--- src/rtl/prog_loader.sv ---
// Boot-time program loader: parses SYNC/LEN/payload[/CHK] frames from a byte stream,
// writes the payload into instruction memory from address 0 and holds the CPU until done.
// Optional checksum byte and verification enabled by defining CHECKSUM_EN.
module prog_loader #(
    parameter int unsigned ADDR_W    = 8,
    parameter int unsigned DATA_W    = 8,
    parameter logic [7:0]  SYNC_BYTE = 8'hA5
) (
    input  logic              clk,
    input  logic              reset_n,
    input  logic [7:0]        rx_data,
    input  logic              rx_valid,
    output logic              rx_ready,
    output logic              ins_wr_en,
    output logic [ADDR_W-1:0] ins_wr_addr,
    output logic [DATA_W-1:0] ins_wr_data,
    output logic              cpu_hold,
    output logic              load_done,
    output logic              load_err
);

    localparam int unsigned CNT_W = ADDR_W + 1;

    typedef enum logic [2:0] {
        S_IDLE = 3'd0,
        S_LEN  = 3'd1,
        S_LOAD = 3'd2,
        S_CHK  = 3'd3,
        S_DONE = 3'd4,
        S_ERR  = 3'd5
    } state_t;

    state_t             r_state;
    state_t             w_state_nxt;

    logic               r_rx_ready;
    logic               r_wr_en;
    logic [ADDR_W-1:0]  r_wr_addr;
    logic [DATA_W-1:0]  r_wr_data;
    logic               r_cpu_hold;
    logic               r_load_done;
    logic               r_load_err;
    logic [CNT_W-1:0]   r_cnt;
    logic [ADDR_W-1:0]  r_addr;

    logic               w_rx_ready_d;
    logic               w_wr_en_d;
    logic [ADDR_W-1:0]  w_wr_addr_d;
    logic [DATA_W-1:0]  w_wr_data_d;
    logic               w_cpu_hold_d;
    logic               w_load_done_d;
    logic               w_load_err_d;
    logic [CNT_W-1:0]   w_cnt_d;
    logic [ADDR_W-1:0]  w_addr_d;

    logic               w_accept;
    logic               w_sync;
    logic               w_last_wr;

`ifdef CHECKSUM_EN
    logic [7:0]         r_sum;
    logic [7:0]         w_sum_d;
    logic               w_sum_ok;

    assign w_sum_ok = (8'(r_sum + rx_data) == 8'd0);
`endif

    assign w_accept  = rx_valid && r_rx_ready;
    assign w_sync    = w_accept && (rx_data == SYNC_BYTE);
    // The write cycle of the final payload byte: counter already decremented to zero.
    assign w_last_wr = (r_state == S_LOAD) && r_wr_en && (r_cnt == '0);

    // State register
    always_ff @(posedge clk or negedge reset_n) begin
        if (!reset_n) begin
            r_state <= S_IDLE;
        end else begin
            r_state <= w_state_nxt;
        end
    end

    // Next-state logic
    always_comb begin
        w_state_nxt = r_state;
        case (r_state)
            S_IDLE: if (w_sync) w_state_nxt = S_LEN;
            S_LEN:  if (w_accept) w_state_nxt = S_LOAD;
            S_LOAD: begin
                if (w_last_wr) begin
`ifdef CHECKSUM_EN
                    w_state_nxt = S_CHK;
`else
                    w_state_nxt = S_DONE;
`endif
                end
            end
`ifdef CHECKSUM_EN
            S_CHK:  if (w_accept) w_state_nxt = w_sum_ok ? S_DONE : S_ERR;
`endif
            S_DONE: if (w_sync) w_state_nxt = S_LEN;
            S_ERR:  w_state_nxt = S_IDLE;
            default: w_state_nxt = S_IDLE;
        endcase
    end

    // Output and datapath next values, registered below
    always_comb begin
        w_rx_ready_d  = 1'b1;
        w_wr_en_d     = 1'b0;
        w_wr_addr_d   = r_wr_addr;
        w_wr_data_d   = r_wr_data;
        w_cpu_hold_d  = (w_state_nxt != S_DONE);
        w_load_done_d = (w_state_nxt == S_DONE);
        w_cnt_d       = r_cnt;
        w_addr_d      = r_addr;
`ifdef CHECKSUM_EN
        w_sum_d       = r_sum;
        w_load_err_d  = r_load_err;
        if (w_sync && ((r_state == S_IDLE) || (r_state == S_DONE))) begin
            w_load_err_d = 1'b0;
        end
        if (w_state_nxt == S_ERR) begin
            w_load_err_d = 1'b1;
        end
`else
        w_load_err_d  = 1'b0;
`endif

        if ((r_state == S_LEN) && w_accept) begin
            w_cnt_d  = (rx_data == 8'd0) ? {1'b1, {ADDR_W{1'b0}}} : CNT_W'(rx_data);
            w_addr_d = '0;
`ifdef CHECKSUM_EN
            w_sum_d  = 8'd0;
`endif
        end

        // Payload byte: issue the write next cycle and block the stream for that cycle
        if ((r_state == S_LOAD) && w_accept) begin
            w_wr_en_d    = 1'b1;
            w_wr_addr_d  = r_addr;
            w_wr_data_d  = DATA_W'(rx_data);
            w_rx_ready_d = 1'b0;
            w_cnt_d      = r_cnt - CNT_W'(1);
            w_addr_d     = r_addr + ADDR_W'(1);
`ifdef CHECKSUM_EN
            w_sum_d      = 8'(r_sum + rx_data);
`endif
        end

        if (w_state_nxt == S_ERR) begin
            w_rx_ready_d = 1'b0;
        end
    end

    // Registered outputs and datapath
    always_ff @(posedge clk or negedge reset_n) begin
        if (!reset_n) begin
            r_rx_ready  <= 1'b1;
            r_wr_en     <= 1'b0;
            r_wr_addr   <= '0;
            r_wr_data   <= '0;
            r_cpu_hold  <= 1'b1;
            r_load_done <= 1'b0;
            r_load_err  <= 1'b0;
            r_cnt       <= '0;
            r_addr      <= '0;
`ifdef CHECKSUM_EN
            r_sum       <= 8'd0;
`endif
        end else begin
            r_rx_ready  <= w_rx_ready_d;
            r_wr_en     <= w_wr_en_d;
            r_wr_addr   <= w_wr_addr_d;
            r_wr_data   <= w_wr_data_d;
            r_cpu_hold  <= w_cpu_hold_d;
            r_load_done <= w_load_done_d;
            r_load_err  <= w_load_err_d;
            r_cnt       <= w_cnt_d;
            r_addr      <= w_addr_d;
`ifdef CHECKSUM_EN
            r_sum       <= w_sum_d;
`endif
        end
    end

    assign rx_ready    = r_rx_ready;
    assign ins_wr_en   = r_wr_en;
    assign ins_wr_addr = r_wr_addr;
    assign ins_wr_data = r_wr_data;
    assign cpu_hold    = r_cpu_hold;
    assign load_done   = r_load_done;
    assign load_err    = r_load_err;

endmodule

--- config.mk ---
export PLATFORM = sky130hd
export DESIGN_NAME = prog_loader
export DESIGN_NICKNAME = d
export VERILOG_FILES = /design/src/rtl/prog_loader.sv
export SDC_FILE = /design/constraint.sdc
export NUM_CORES = 1
export LEC_CHECK = 0
export CAP_MARGIN = 40
export CORE_ASPECT_RATIO = 1.25
export CORE_MARGIN = 2
export CORE_UTILIZATION = 40
export DETAILED_ROUTE_END_ITERATION = 12
export GPL_ROUTABILITY_DRIVEN = 0
export GPL_TIMING_DRIVEN = 0
export HOLD_SLACK_MARGIN = 0.05
export PLACE_DENSITY_LB_ADDON = 0.05
export REMOVE_ABC_BUFFERS = 1
export SLEW_MARGIN = 20
export SYNTH_ARGS = -nofsm -noshare
export SYNTH_HDL_FRONTEND = slang
export SYNTH_SLANG_ARGS = --single-unit
--- constraint.sdc ---
create_clock -name clk -period 1.65 [get_ports clk]
set_clock_uncertainty 0.1 [all_clocks]
set_input_delay 0.495 -clock clk [delete_from_list [all_inputs] [get_ports clk]]
set_output_delay 0.495 -clock clk [all_outputs]
set_load 0.005 [all_outputs]
## After elaboration in Yosys (flattened, before gate mapping)

Index checks and enable logic that the tools add are counted.

- Logic and storage cells: 41
- Input bits: 11
- Output and inout port bits: 21
- Register bits after elaboration: 40

- Muxes and demuxes: 12
- Add/sub/neg operators: 2
- Eq/ne operators: 7
- Reduce and logical (&&, ||, !) cells: 11

Operator list:

| operator | count |
|---|---|
| $mux W9 | 3 |
| $mux W8 | 2 |
| $eq A3 B3 Y1 const B | 3 |
| $logic_not A9 Y1 | 1 |
| $mux W3 | 3 |
| $pmux W3 S3 | 1 |
| $sub A9 B1 Y9 const B | 1 |
| $add A8 B1 Y8 const B | 1 |
| $eq A8 B8 Y1 const B | 1 |
| $logic_not A8 Y1 | 1 |
| $logic_and A1 B1 Y1 | 6 |
| $eq A3 B1 Y1 const B | 1 |
| $eq A3 B2 Y1 const B | 1 |
| $logic_not A3 Y1 | 1 |
| $mux W1 | 3 |
| $ne A3 B3 Y1 const B | 1 |
| $reduce_bool A2 Y1 | 1 |
| $reduce_or A2 Y1 | 1 |

## Logic depth before layout (Yosys ltp)

Gate-level depths: netlist (run 1).

- Depth after elaboration: 7
- Mapped depth: 8
- Mapped depth without buffers: 6

## Worst setup path before layout (run 1)

OpenSTA, ideal clock, no wires.

- Kind: register -> register
- Start point: reg r_cnt[2]
- End point: reg r_cnt[3]
- Clock period less this slack: 1.583 ns
- Slack: 0.067 ns
- Buffers on the path: 0
- Library setup time: 0.129 ns
- Arrival time: 1.354 ns
- Stages on the path, launching flop included: 5
- Data required time: 1.421 ns
- Path through: dfrtp_1 -> or3_1 -> or4_4 -> nand3_2 -> o211ai_2

- Longest elaborated chain between the ends: 2

Ends and longest elaborated chain:

| item | line | source |
|---|---|---|
| start, declared | 43 | `logic [CNT_W-1:0] r_cnt;` |
| start signal, assigned | 178 | `r_cnt <= w_cnt_d;` |
| $sub A9 B1 Y9 | 143 | `w_cnt_d = r_cnt - CNT_W'(1);` |
| $mux W9 | 138 | `if ((r_state == S_LOAD) && w_accept) begin` |

Every way passes these cells.
A chain may end at the register's enable or synchronous reset.

## Worst setup path in the final report (run 1)

- Start point: reg r_rx_ready, in the netlist rx_ready
- End point: reg r_addr[5]

- Longest elaborated chain between the ends: 3
- Elaborated cells between the ends (all ways): 5
- Those cells by class: mux (1); reduce/logical (4)

Ends and longest elaborated chain:

| item | line | source |
|---|---|---|
| start, declared | 36 | `logic r_rx_ready;` |
| start signal, assigned | 171 | `r_rx_ready <= w_rx_ready_d;` |
| $logic_and A1 B1 Y1 * | 68 | `assign w_accept = rx_valid && r_rx_ready;` |
| $logic_and A1 B1 Y1 (on tied branches) | 138, 129 |  |
| $mux W8 or $reduce_bool A2 Y1 (tied branches) | - |  |
| end signal, assigned | 179 | `r_addr <= w_addr_d;` |
| end, declared | 44 | `logic [ADDR_W-1:0] r_addr;` |

Mark *: on every way between the ends. The rest lies on a longest branch, timed or not.

==> metrics, run 1 <==
number of global-route vias before repair=1791; final hold slack=370 ps; Primary FF master, synth=dfrtp_1; Critical Path Sink Type=register; largest net degree at the start of global routing=30; ant diodes=0; Inst Count DP=310; number of nets in the layout=297; drt wl/cell=16.0 um; crit path time final=1660 ps; post-synthesis register bit count=40; CP arrival=1790 ps; setup violators final=4; Mean Syn Cell Area=8.88 sq um; critical hold path startpoint=ins_wr_addr[4]$_DFFE_PN0P_; GRT met1 Usage=29.6%; Root Buffer=clkbuf_8; Layout area overhead=40.1%; Sw Ratio=34.7%; layout filler cell count=453; Final Instance Count excl. Fillers=346; Syn Inst Count=229; maxcap violations=0; ANT nets after route=0; Yosys warning count=0; Startpoint Class=register; row count=29; failing checks=negative setup slack; Iter 0 DRT Violations=111; Core Box Area=5010 sq um; Reg-to-Reg Start=rx_ready$_DFF_PN1_; Worst setup startpoint=rx_ready$_DFF_PN1_; global-route wire length before repair=9190 um; Peak VDD IR=0.584 mV; combinational share of power=33.9%; status=finished, violations left; Die Y=83.7 um; internal power=2.24 mW; via count of the routed design=1875; WS Path Type=reg2reg; post-synthesis cell area=2030 sq um; CP required=1780 ps; unrepaired setup endpoints after global routing=true; H-tree lvl count=2; Fin. Hold Viols=0; Post-synth EDFFs=0; Reg power frac=42.7%; GR Util All Layers=21.8%; Num Clock Sinks=40; Die ar.=5680 sq um; post-route setup slack=-9.24 ps; clock transition at the registers of the reported paths=80 ps; pwr dens=1200 nW/um^2; maximum root-to-sink buffer count=2; layout cells sized above 1=23.9%; die width=67.8 um; io pins=32; sequential area share after synthesis=49.3%; GRT overflow=0; post-DR vias/cell=5.42; worst skew pair latency=290 ps; grt met3 use=4.59%; design area=2850 sq um; Post-DP Area=2350 sq um; initial core utilization=40.6%; fmax=603 MHz; DRC viols=0; NetSw=1.19 mW; I/O Buffers=30; M2 GR Usage=33.9%; antenna violations before repair=0; Slew Limit Fails=0; Hold WC Path Type=reg2reg; Static Leakage=1.33 nW; Clock power frac=23.4%; DP HPWL=3490 um; critical path fanouts, max=6; First-pass DRT Iterations=4; GRT busiest layer=met2; ys async rst share=100%; Post-Place Setup Slack=-1330 ps; final WL=5550 um; CTS tree=done; Overall Power=3.42 mW; CTS Buf Count=5; fin crit share=101%; Synth cell types=49
-- placed cells by master, fill, tap and decap left out, types with 3 or more instances in the layout --
| master | instances |
|---|---|
| a21oi_1 | 7 |
| a31oi_1 | 3 |
| and3_1 | 4 |
| buf_4 | 16 |
| buf_6 | 6 |
| clkbuf_8 | 5 |
| clkdlybuf4s50_1 | 5 |
| dfrtp_1 | 35 |
| dfrtp_2 | 3 |
| dlygate4sd2_1 | 21 |
| inv_1 | 8 |
| nand2_1 | 56 |
| nand2_2 | 4 |
| nand3_1 | 11 |
| nor2_1 | 10 |
| nor3_1 | 5 |
| nor4_1 | 3 |
| o21ai_0 | 6 |
| o21ai_1 | 4 |
| o22ai_1 | 5 |
| or3_1 | 4 |
-- sequential cells by signal, summed over array words and instances (netlist names) --
signal       flops
r_cnt            9
ins_wr_addr      8
ins_wr_data      8
r_addr           8
r_state          3
cpu_hold         1
ins_wr_en        1
load_done        1
rx_ready         1
-- stage by stage --
stage | util (%) | setup TNS (ps)
after floorplan | - | -3440
after global placement | 46.7 | -79340
after detailed placement | 47.0 | -37120
after CTS | 54.0 | -22.4
after global routing | 56.9 | -713
final | 56.9 | -18.9
-- synthesized netlist by cell type (all sizes together), types with 2 or more instances --
library cell / count / area [sq um]
clkbuf: 2 / 7.51
buf: 10 / 66.3
nor2: 10 / 37.5
nor3: 7 / 40.0
inv: 9 / 33.8
a32o: 2 / 20.0
nand4: 2 / 12.5
or3: 5 / 31.3
nand2: 62 / 235
nor4: 4 / 25.0
nand3: 12 / 65.1
and2b: 2 / 15.0
a31oi: 4 / 25.0
dfrtp: 38 / 951
o31ai: 2 / 15.0
ha: 3 / 37.5
o21ai: 11 / 55.1
o22ai: 5 / 31.3
a21oi: 9 / 45.0
nand3b: 2 / 15.0
and3: 5 / 32.5
dfstp: 2 / 52.6
a32oi: 2 / 17.5
o21a: 2 / 15.0
-- what timing repair did --
action | 4_1_cts | 5_1_grt
pin swaps | 8 | 9
gates resized for setup | 47 | 25
setup buffers | 18 | 5
hold buffers | 1 | 0
cloned | 3 | 1
setup endpoints to repair | 60 | 25
endpoints found under the hold margin | 11 | 0
-- metal layers --
metal	up-vias	wire [um]
li1	919	-
met3	8	206
met5	-	0
met4	0	97
met1	902	2480
met2	46	2770
-- cells by family (layout without fill, tap and decap cells) --
| logic type | after synthesis | count (layout) | synth area share [%] |
|---|---|---|---|
| and+or+nand+nor | 117 | 119 | 27.5 |
| buffers and inverters | 21 | 74 | 5.29 |
| DFF | 40 | 40 | 49.3 |
| other | 1 | 1 | 0.184 |
| adders and majority gates | 3 | 3 | 1.85 |
| muxes | 1 | 1 | 0.492 |
| AOI/OAI and AO/OA | 46 | 46 | 15.4 |
-- cell type report --
| type | instances | area (sq um) | area share, % |
|---|---|---|---|
| clock inverter | 3 | 42.5 | 1.49 |
| timing repair inverter | 2 | 25.0 | 0.878 |
| clock buffer | 5 | 68.8 | 2.41 |
| tap | 62 | 77.6 | 2.72 |
| multi-input combinational | 170 | 1070 | 37.7 |
| sequential | 40 | 1010 | 35.3 |
| inverter | 9 | 46.3 | 1.62 |
| timing repair buffer | 55 | 509 | 17.9 |
-- worst max-delay path, stage by stage, from the launching register on --
cell and delay (ps):
dfstp_2 550, buf_6 100, and3b_4 260, buf_12 140, nand2_8 60, or3_1 310
nand3_1 80
-- worst paths after layout --
path                                         endpoint  slack (ps)  depth (start not counted)
min reg2reg                ins_wr_addr[4]$_DFFE_PN0P_         370                          2
max in group asynchronous          cpu_hold$_DFF_PN1_         400                          3
min in group asynchronous  ins_wr_addr[4]$_DFFE_PN0P_         530                          2
min                        ins_wr_addr[4]$_DFFE_PN0P_         370                          2
max reg2reg                     r_addr[5]$_DFFE_PN0P_          -9                          6
max                             r_addr[5]$_DFFE_PN0P_          -9                          6
-- power groups by stage --
stage               clock network [mW]  logic (mW)  registers (mW)
global route                     0.868        1.30            1.51
finish                           0.801        1.16            1.46
detailed placement                   0       0.952            1.47
floorplan                            0       0.545            1.43
CTS                              0.826        1.07            1.44
global placement                     0       0.939            1.47
No activity file was read; power rests on OpenSTA's default activity.
==> run 2: changes to the inputs <==
--- a/config.mk
+++ b/config.mk
@@ -14,6 +14,7 @@
 export GPL_TIMING_DRIVEN = 0
 export HOLD_SLACK_MARGIN = 0.05
 export PLACE_DENSITY_LB_ADDON = 0.05
+export RECOVER_POWER = 50
 export REMOVE_ABC_BUFFERS = 1
 export SLEW_MARGIN = 20
 export SYNTH_ARGS = -nofsm -noshare
==> run 2 against run 1 <==
Effect of this change: global-route usage is the same; combinational power is essentially flat; highest routed layer unchanged; the flow still finishes with violations (negative setup slack); critical endpoint unchanged; final cell count is the same.
==> metrics, run 2 (synthesized netlist as in run 1, its figures left out) <==
Static Leakage=1.32 nW; GRT overflow=0; combinational share of power=33.8%; Overall Power=3.42 mW; Root Buffer=clkbuf_8; unrepaired setup endpoints after global routing=true; layout cells sized above 1=23.9%; final WL=5560 um; initial core utilization=40.6%; Peak VDD IR=0.584 mV; internal power=2.23 mW; Hold EP=ins_wr_addr[4]$_DFFE_PN0P_; clock transition at the registers of the reported paths=80 ps; number of nets in the layout=297; Reg-to-Reg Start=rx_ready$_DFF_PN1_; io pins=32; Iter 0 DRT Violations=112; via count of the routed design=1888; antenna violations before repair=0; fmax=603 MHz; die width=67.8 um; DP HPWL=3490 um; critical hold path startpoint=ins_wr_addr[4]$_DFFE_PN0P_; Sw Ratio=34.7%; Startpoint Class=register; Core Box Area=5010 sq um; status=finished, violations left; end-of-flow core utilization=56.7%; WS Path Type=reg2reg; Die ar.=5680 sq um; Largest Register=r_cnt; Clock power frac=23.4%; drt wl/cell=16.1 um; peak per-stage delay on the critical path=550 ps; Worst path depth=6; GR Util All Layers=21.8%; layout filler cell count=454; worst skew pair latency=290 ps; fin crit share=101%; row count=29; Worst Path Buf+Inv=2; failing checks=negative setup slack; commonest non-fill, non-tap cell in the layout=nand2_1; number of global-route vias before repair=1791; Num Clock Sinks=40; largest net degree at the start of global routing=30; Layout area overhead=39.5%; ant diodes=0; Worst setup startpoint=rx_ready$_DFF_PN1_; maximum root-to-sink buffer count=2; CTS Buf Count=5; I/O Buffers=30; pwr dens=1210 nW/um^2; H-tree lvl count=2; CP required=1780 ps; Post-Place Setup Slack=-1330 ps; ANT nets after route=0; worst reg-to-reg path cell count=6; CP arrival=1790 ps; Hold WC Path Type=reg2reg; CP top delay family=simple AND/OR/NAND/NOR gates; Fin. Hold Viols=0; global-route wire length before repair=9190 um; critical path fanouts, max=6; maxcap violations=0; Die Y=83.7 um; R2R Path End=r_addr[5]$_DFFE_PN0P_; post-route setup slack=-8.54 ps; crit path time final=1660 ps; hold-critical path depth=2; Critical Path Sink Type=register; CP max-delay cell=dfstp_2; CTS tree=done; r2r setup slk=-9 ps; First-pass DRT Iterations=4; most frequent cells in the layout=56 x nand2_1, 35 x dfrtp_1, 21 x dlygate4sd2_1, 16 x buf_4, 11 x nand3_1; post-DR vias/cell=5.46; NetSw=1.19 mW; critical-path cell list=buf_6 > and3b_4 > buf_12 > nand2_8 > or3_1 > nand3_1; Reg power frac=42.8%; Largest register FFs=9; setup violators final=4; DRC viols=0; Slew Limit Fails=0
## run 2: changes by cell type in the layout (fill, tap and decap cells not counted), sizes merged
| cell | delta |
|---|---|
| buf | -1 |
| clkbuf | +1 |
## run 2: stage by stage
| stage | hold slack [ps] | std cells | setup TNS, ps | area (sq um) |
|---|---|---|---|---|
| floorplan | 99.4 | 217 | -3440 | 1960 |
| global placement | 357 | 309 | -79340 | 2340 |
| detailed placement | 303 | 310 | -37120 | 2350 |
| CTS | 377 | 340 | -22.4 | 2710 |
| global route | 392 | 346 | -713 | 2840 |
| finish | 370 | 346 | -19.6 | 2840 |
## run 2: worst max path at each step
stage | endpoint | slack, ps
final | r_addr[5]$_DFFE_PN0P_ | -9
after global placement | r_addr[4]$_DFFE_PN0P_ | -1300
after global routing | r_addr[7]$_DFFE_PN0P_ | -80
after floorplan | r_addr[4]$_DFFE_PN0P_ | -250
after detailed placement | r_cnt[4]$_DFFE_PN0P_ | -1330
after CTS | r_cnt[5]$_DFFE_PN0P_ | -9
## run 2: area by class of cell
| type | instances | area, sq um | share of cell area [%] |
|---|---|---|---|
| Multi-Input combinational cell | 170 | 1070 | 37.8 |
| Sequential cell | 40 | 1010 | 35.5 |
| Timing Repair Buffer | 55 | 497 | 17.5 |
| Tap cell | 62 | 77.6 | 2.73 |
| Clock buffer | 5 | 68.8 | 2.43 |
| Inverter | 9 | 46.3 | 1.63 |
| Clock inverter | 3 | 42.5 | 1.50 |
| Timing Repair inverter | 2 | 25.0 | 0.882 |
## run 2: worst min-delay path, stage by stage, from the launching register on
cell     delay, ps
dfrtp_1        340
nand2_1         50
nand2_1         50
## run 2: power by group through the flow
stage	registers [mW]	clock network [mW]	logic, mW
floorplan	1.43	0	0.545
global placement	1.47	0	0.939
detailed placement	1.47	0	0.952
CTS	1.44	0.826	1.07
global route	1.51	0.868	1.30
finish	1.46	0.801	1.16
## run 2: repair_timing
action / in CTS / in global routing
buffers inserted: 18 / 5
pin swaps: 8 / 9
cloned: 3 / 1
setup endpoints to repair: 60 / 25
hold buffers: 1 / 0
resized for setup: 47 / 25
endpoints found under the hold margin: 11 / 0
## run 2: per-layer routing
layer | wire length (um) | vias to the layer above | GRT usage, %
met3 | 212 | 8 | 4.59
met2 | 2780 | 48 | 33.9
met5 | 0 | - | 0
met1 | 2470 | 910 | 29.6
li1 | - | 922 | -
met4 | 97 | 0 | 7.64
